**config.mk**
```make
export PLATFORM = sky130hd
export DESIGN_NAME = jt51_slot_csr
export DESIGN_NICKNAME = d
export VERILOG_FILES = /design/src/rtl/jt51_slot_pkg.sv /design/src/rtl/jt51_slot_fifo.sv /design/src/rtl/jt51_slot_csr.sv
export SDC_FILE = /design/constraint.sdc
export NUM_CORES = 1
export LEC_CHECK = 0
export BUFFER_PORTS_ARGS = -buffer_cell sky130_fd_sc_hd__buf_2
export CORE_AREA = 3 3 359 255
export CTS_CLUSTER_SIZE = 24
export DETAILED_ROUTE_END_ITERATION = 7
export DIE_AREA = 0 0 362 258
export GPL_ROUTABILITY_DRIVEN = 0
export MAX_ROUTING_LAYER = met4
export SLEW_MARGIN = 25
export SYNTH_ARGS = -nofsm -noshare
export SYNTH_HDL_FRONTEND = slang
export SYNTH_HIERARCHICAL = 1
export SYNTH_SLANG_ARGS = --single-unit
```
**constraint.sdc**
```tcl
create_clock -name clk -period 6.2 [get_ports clk]
set_clock_uncertainty 0.05 [all_clocks]
set_input_delay 1.86 -clock clk [delete_from_list [all_inputs] [get_ports clk]]
set_output_delay 1.86 -clock clk [all_outputs]
set_load 0.005 [all_outputs]
```
**src/rtl/jt51_slot_pkg.sv**
```systemverilog
// Shared sizing helpers for the slot-multiplexed register store.
// Queue entry layout, MSB to LSB: {slot, data, mask}.
package jt51_slot_pkg;

  function automatic int unsigned slot_w(input int unsigned ch_w, input int unsigned op_w);
    return ch_w + op_w;
  endfunction

  function automatic int unsigned num_slots(input int unsigned ch_w, input int unsigned op_w);
    return 1 << (ch_w + op_w);
  endfunction

  function automatic int unsigned entry_w(input int unsigned ch_w, input int unsigned op_w,
                                          input int unsigned dw);
    return ch_w + op_w + 2 * dw;
  endfunction

  // Bit offsets of the data and slot fields inside a queue entry
  function automatic int unsigned data_lsb(input int unsigned dw);
    return dw;
  endfunction

  function automatic int unsigned slot_lsb(input int unsigned dw);
    return 2 * dw;
  endfunction

  function automatic bit stg_ok(input int unsigned stg, input int unsigned ch_w,
                                input int unsigned op_w);
    return stg < num_slots(ch_w, op_w);
  endfunction

endpackage

```
**src/rtl/jt51_slot_fifo.sv**
```systemverilog
// Small synchronous FIFO holding pending slot writes; async active-low clear.
module jt51_slot_fifo #(
  parameter int unsigned WIDTH = 8,
  parameter int unsigned DEPTH = 4
) (
  input  logic             clk,
  input  logic             rst_n,
  input  logic             push,
  input  logic             pop,
  input  logic [WIDTH-1:0] din,
  output logic [WIDTH-1:0] dout,
  output logic             full,
  output logic             empty
);

  localparam int unsigned AW = $clog2(DEPTH);

  logic [WIDTH-1:0] mem_q [DEPTH];
  // Extra MSB on each pointer separates full from empty
  logic [AW:0]      wptr_q, rptr_q;
  logic             push_ok, pop_ok;

  always_comb begin
    empty   = (wptr_q == rptr_q);
    full    = (wptr_q[AW] != rptr_q[AW]) && (wptr_q[AW-1:0] == rptr_q[AW-1:0]);
    push_ok = push && !full;
    pop_ok  = pop && !empty;
    dout    = mem_q[rptr_q[AW-1:0]];
  end

  always_ff @(posedge clk or negedge rst_n) begin
    if (!rst_n) begin
      wptr_q <= '0;
      rptr_q <= '0;
      for (int i = 0; i < int'(DEPTH); i++) begin
        mem_q[i] <= '0;
      end
    end else begin
      if (push_ok) begin
        mem_q[wptr_q[AW-1:0]] <= din;
        wptr_q                <= wptr_q + 1'b1;
      end
      if (pop_ok) begin
        rptr_q <= rptr_q + 1'b1;
      end
    end
  end

endmodule

```
**src/rtl/jt51_slot_csr.sv**
```systemverilog
// Slot-multiplexed operator/channel field store with queued, slot-aligned writes,
// a stage-offset slot output and a registered CPU read-back port.
module jt51_slot_csr
  import jt51_slot_pkg::*;
#(
  parameter int unsigned CH_W   = 3,
  parameter int unsigned OP_W   = 2,
  parameter int unsigned DW     = 8,
  parameter int unsigned STG    = 1,
  parameter int unsigned QDEPTH = 4
) (
  input  logic                 clk,
  input  logic                 rst_n,
  input  logic                 cen,
  input  logic                 wr_valid,
  output logic                 wr_ready,
  input  logic [OP_W-1:0]      wr_op,
  input  logic [CH_W-1:0]      wr_ch,
  input  logic [DW-1:0]        wr_data,
  input  logic [DW-1:0]        wr_mask,
  input  logic [OP_W-1:0]      rd_op,
  input  logic [CH_W-1:0]      rd_ch,
  output logic [DW-1:0]        rd_data,
  output logic [OP_W+CH_W-1:0] slot,
  output logic                 zero,
  output logic                 half,
  output logic [DW-1:0]        dout,
  output logic                 pending
);

  localparam int unsigned SW = slot_w(CH_W, OP_W);
  localparam int unsigned N  = num_slots(CH_W, OP_W);
  localparam int unsigned EW = entry_w(CH_W, OP_W, DW);
  localparam int unsigned DL = data_lsb(DW);
  localparam int unsigned SL = slot_lsb(DW);
  localparam logic [SW-1:0] StgOff = SW'(STG);

  if (!stg_ok(STG, CH_W, OP_W)) begin : g_stg_range
    $error("jt51_slot_csr: STG must be below the slot count");
  end

  logic [DW-1:0] field_q [N];
  logic [SW-1:0] slot_q, slot_d, rd_idx;
  logic          zero_q, half_q;
  logic [DW-1:0] dout_q, dout_d, rd_q, merged;

  logic [EW-1:0] q_din, q_dout;
  logic          q_full, q_empty, q_push, q_pop;
  logic [SW-1:0] head_slot;
  logic [DW-1:0] head_data, head_mask;
  logic          commit;

  jt51_slot_fifo #(
    .WIDTH (EW),
    .DEPTH (QDEPTH)
  ) u_fifo (
    .clk   (clk),
    .rst_n (rst_n),
    .push  (q_push),
    .pop   (q_pop),
    .din   (q_din),
    .dout  (q_dout),
    .full  (q_full),
    .empty (q_empty)
  );

  always_comb begin
    q_din     = {wr_op, wr_ch, wr_data, wr_mask};
    q_push    = wr_valid && !q_full;
    head_slot = q_dout[SL +: SW];
    head_data = q_dout[DL +: DW];
    head_mask = q_dout[DW-1:0];
    // Head may only commit while the counter sits on its slot
    commit    = cen && !q_empty && (head_slot == slot_q);
    q_pop     = commit;
    merged    = (field_q[slot_q] & ~head_mask) | (head_data & head_mask);
    slot_d    = slot_q + SW'(1);
    rd_idx    = slot_q - StgOff;
    // Write-through so STG=0 shows the committed value on the commit edge
    dout_d    = (commit && (rd_idx == slot_q)) ? merged : field_q[rd_idx];
  end

  always_ff @(posedge clk or negedge rst_n) begin
    if (!rst_n) begin
      slot_q <= '0;
      zero_q <= 1'b0;
      half_q <= 1'b0;
      dout_q <= '0;
      rd_q   <= '0;
      for (int i = 0; i < int'(N); i++) begin
        field_q[i] <= '0;
      end
    end else begin
      if (commit) begin
        field_q[slot_q] <= merged;
      end
      if (cen) begin
        slot_q <= slot_d;
        zero_q <= (slot_d == '0);
        half_q <= (slot_d[SW-2:0] == '0);
        dout_q <= dout_d;
      end
      rd_q <= field_q[{rd_op, rd_ch}];
    end
  end

  always_comb begin
    wr_ready = !q_full;
    pending  = !q_empty;
    slot     = slot_q;
    zero     = zero_q;
    half     = half_q;
    dout     = dout_q;
    rd_data  = rd_q;
  end

endmodule

```
Yosys cells after proc, flatten, opt, wreduce, memory -nomap -nowiden
Cells that the tools add are included.

Add/sub/neg operators: 4. $lt $le $gt $ge: 7. Equality and inequality tests: 5. Multiplexer cells: 19. Bitwise operators: 9. Reduce and logical (&&, ||, !) cells: 13.

Operators by type and width (number): bitwise mux 256 bit (1); binary-select mux 8 bit (select 5 bit) (3); bitwise mux 84 bit (1); 2-to-1 mux 8 bit (8); 2-to-1 mux 21 bit (3); binary-select mux 21 bit (select 2 bit) (1); demux 21 bit (select 2 bit) (1); demux 8 bit (select 5 bit) (1); >= comparator 6 bit (second input constant) (3); NOT 5 -> 6 bit (3); bitwise AND 8 bit (2); equality test 5 bit (2); logical AND 1 bit (9); NOT 8 bit (1); OR 8 bit (1); adder 3 x 1 -> 3 bit (second input constant) (2); >= comparator 3 bit (second input constant) (2); less-than comparator 6 x 1 -> 1 bit (second input constant) (1); NOT 2 -> 3 bit (2); adder 5 x 1 -> 5 bit (second input constant) (1); zero test 5 bit (1); subtractor 5 x 1 -> 5 bit (second input constant) (1); zero test 4 bit (1); equality test 3 bit (1); 4 further kinds (5).

Flip-flop bits (word level): 369. Input port bits: 30. Output and inout port bits: 25.

Longest topological paths before layout
Depth in word-level cells: 8. Gate-level depth with buffers: 14. Mapped depth without buffers: 7.

Hierarchy
Netlist, hierarchy kept.

By module, submodules not included: jt51_slot_csr (instances 1, cells an instance 1434, area each 17768.3 µm², seq. area each 6981.7 µm²); jt51_slot_fifo (instances 1, cells an instance 249, area each 4227.8 µm², seq. area each 2252.2 µm²).

Least setup slack after synthesis
No wires, ideal clock.

Path type: in2reg. Start point: input port rd_ch[0]. End point: register rd_q[0] (netlist: rd_data[0]). Arrival time: 3.603 ns. Required time: 6.025 ns. Slack: 2.423 ns. Stages on the path: 5. Path buffers: 2. Cells stage by stage: buf_2 -> buf_2 -> mux4_2 -> mux4_2 -> mux2_2.

Word-level cells in the longest chain between the ends: 4.

RTL lines: from (decl) (RTL line jt51_slot_csr.sv:22) `input logic [CH_W-1:0] rd_ch,`; NOT 5 -> 6 bit (implied by the code) (RTL line jt51_slot_csr.sv:103) `rd_q <= field_q[{rd_op, rd_ch}];`; binary-select mux 8 bit (select 5 bit) (RTL line jt51_slot_csr.sv:103); 2-to-1 mux 8 bit (implied by the code) (2 in a row) (RTL line jt51_slot_csr.sv:103); to (signal assigned) (RTL line jt51_slot_csr.sv:103); to (decl) (RTL line jt51_slot_csr.sv:45) `logic [DW-1:0] dout_q, dout_d, rd_q, merged;`.

No other way between the ends. The select of a mux whose other input is x is not followed. A chain may end at the register's enable or synchronous reset.

Worst setup path in the final report
Start point: register slot_q[1] (netlist: slot[1]). End point: output port slot[1].

RTL lines: from (decl) (RTL line jt51_slot_csr.sv:43) `logic [SW-1:0] slot_q, slot_d, rd_idx;`; from (signal assigned) (RTL line jt51_slot_csr.sv:98) `slot_q <= slot_d;`; to (decl) (RTL line jt51_slot_csr.sv:24) `output logic [OP_W+CH_W-1:0] slot,`.

No word-level cell between the ends.

==> impl_results.md <==
* Status: finished, final reports clean
* Worst slew margin at 31.75%
* Die H at 258 um
* Die ar. at 93400 um^2
* Largest stage delay, worst path at 950 ps
* First drt pass iteration count at 7
* Post-Route WL at 64910 um
* Setup Crit Path Kind: reg2out
* Post-CTS resize count at 0
* Gr ovfl total at 0
* CP required at 4290 ps
* Ratio of cells with drive above 1 in the final layout at 32.70%
* Switching part of the total at 43.76%
* Clk sinks at 369
* Footprint of the multi-input gates at 11600 um^2
* Cell with the most instances after synthesis: dfrtp_1
* Commonest cells in the netlist: dfrtp_1, nand2_1, mux4_2
* 1st-iter DRT viols at 1901
* Crit path cell chain: buf_4 -> buf_2
* Nets@finish at 1684
* Vias per cell at 5.348
* Critical path's slowest cell: dfrtp_4
* Crit path launch type: flip-flop
* Reg2Reg Depth at 5
* Htree depth at 2
* Buffers on Ports at 54
* Clock transition at the registers of the reported paths at 60 ps
* Hold/Removal Path Class: reg2reg
* Fill count at 8878
* NetSw at 5.245 mW
* Design area at 24310 um^2
* Io pins at 55
* Comb pwr share at 47.0%
* Count of final setup violators at 0
* Arrival time worst endpoint at 2400 ps
* Crit end category: output port
* Min cycle time layout at 4306 ps
* Initial antenna violation count at 4
* Place WS at 1801 ps
* Synthesized cell area at 22000 um^2
* Aggregate global-route resource usage at 14.26%
* Pin count of the biggest net entering global routing at 117
* Crit-path max FO at 46
* Hold Fails Final Rpt at 0
* Register area at 9243 um^2
* Starting utilization of the core area at 24.99%
* Number of flops mapped to enable cells by yosys at 0
* P&R area growth vs syn at 10.53%
* Root Buffer: clkbuf_16
* DR vias at 15170
* Area leader, netlist: dfrtp_1
* Yosys warning count at 6
* Post-CTS Setup Inserts at 0
* Crit path depth at 2
* Internal power at 6.742 mW
* Worst path bufs/invs at 2
* Synthesized flop and latch total at 369
* Max Clk Rate at 0.2322 GHz
* Synth top area share at 41.98%
* Mapped Avg Cell Area at 13.07 um^2
* Skew-Pair Late Insertion Delay at 570 ps
* CTS tree: yes
* Cts hold-fix bufs at 0
* Cells after Synth at 1683
* Post-Route Setup TNS at 0 ps
* Area after DPL at 22950 um^2
* Leakage at 9.783 nW
* Pwr Total at 11.99 mW
* Post-synthesis sequential area ratio at 41.98%
* Max Cap Viol at 0
* Detailed placement HPWL at 45010 um
* Main flop type after synthesis: dfrtp_1
* First-pass GRT wire length at 99940 um
* Drt wl/cell at 22.89 um
* Row cnt at 91
* Final ANT Viol Nets at 0
* Mapped Nets at 1723
* Proportion of power drawn by the clock network at 20.7%
* Largest cells by area after synthesis: dfrtp_1, mux4_2, mux2_2, nand2_1, mux4_1
* Fraction of registers with async set/reset at 100.0%
* Worst-margin pin slew at 1021 ps
* Vias in the first global route at 15070
* Pwr Density at 493.0 nW/um^2
* Distinct cells, synth at 73
* # DRC at 0
* Die width at 362 um
* Final period utilization at 69.45%
* Seq pwr share at 32.3%
* Max-slew violations at 0
* RSZ-0062 raised after global routing: no
* Longest Clk Path Bufs at 3
* CORE AREA at 88010 um^2
* CP top delay family: flip-flops
* Total CTS buffers at 39
* Worst vdd ir at 0.0003590 V
* Final setup margin at 1894 ps
* WHS Path Cells at 1
-- cells in the final DEF, fill, tap and decap left out, drive strengths merged, types with 6 or more instances in the layout --
master  count
clkinv      7
nor2       31
and4        6
nor2b      25
mux4      223
buf        89
o31ai      98
o22ai       7
clkbuf     56
o21ai     143
inv        16
nand4      34
a31oi      37
xor2       10
nand2     259
mux2i      28
ha         10
dfrtp     369
nand3      14
mux2      119
a22oi      21
a21oi      11
o211ai     10
xnor2      12
-- registers in the layout, indices dropped and copies added (netlist names) --
name and cells:
rd_data 8, field_q 256, u_fifo/mem_q 84, u_fifo/wptr_q 3, slot 5, zero 1
u_fifo/rptr_q 3, dout 8, half 1
-- power groups by stage --
stage / sequential [mW] / clock [mW] / combinational [mW]
floorplan: 3.46 / 0 / 4.62
global route: 3.97 / 2.63 / 6.01
CTS: 3.86 / 2.52 / 5.58
global placement: 3.84 / 0 / 5.46
finish: 3.87 / 2.48 / 5.64
detailed placement: 3.91 / 0 / 5.56
-- final timing paths --
kind	startpoint	to	slack (ps)
worst min register to register	u_fifo/mem_q[1]	u_fifo/mem_q[1]	440
min in group asynchronous	rst_n	field_q[187]	1250
worst max register to register	u_fifo/rptr_q[0]	field_q[214]	2010
worst max-delay path	slot[1]	slot[1]	1890
max in group asynchronous	rst_n	slot[1]	3650
worst min-delay path	u_fifo/mem_q[1]	u_fifo/mem_q[1]	440
-- per-layer routing --
layer / GRT usage [%] / wire length [um] / up-vias
li1: - / - / 6428
met1: 20.63 / 29280 / 7891
met5: - / 0 / -
met3: 4.523 / 7043 / 81
met4: 2.567 / 1000 / 0
met2: 19.53 / 27590 / 768
-- cell families after synthesis --
family	Yosys count	synth area share, %
simple gates	390	9.312
mux	370	30.94
flops	369	41.98
compound gates	338	10.53
buf+inv	184	5.580
xor+xnor	22	1.081
fa+ha+maj	10	0.5688
-- final cells by class --
cell class | count | share of cell area (%)
sequential | 369 | 38.01
antenna | 1 | 0.01029
inverter | 15 | 0.2316
tap | 1162 | 5.980
clock inverter | 14 | 0.7822
multi-input combinational | 1130 | 47.72
clock buffer | 56 | 4.657
timing repair buffer | 89 | 2.609
-- stage by stage --
step           instances  hold slack (ps)  utilization, %
2_1_floorplan       1683            402.6               -
6_report            2836            437.6           27.62
3_5_place_dp        2763            428.4           26.07
5_1_grt             2836            466.0           27.62
4_1_cts             2833            442.6           27.57
3_3_place_gp        2763            413.7           26.06
No activity file was read; power rests on OpenSTA's default activity.
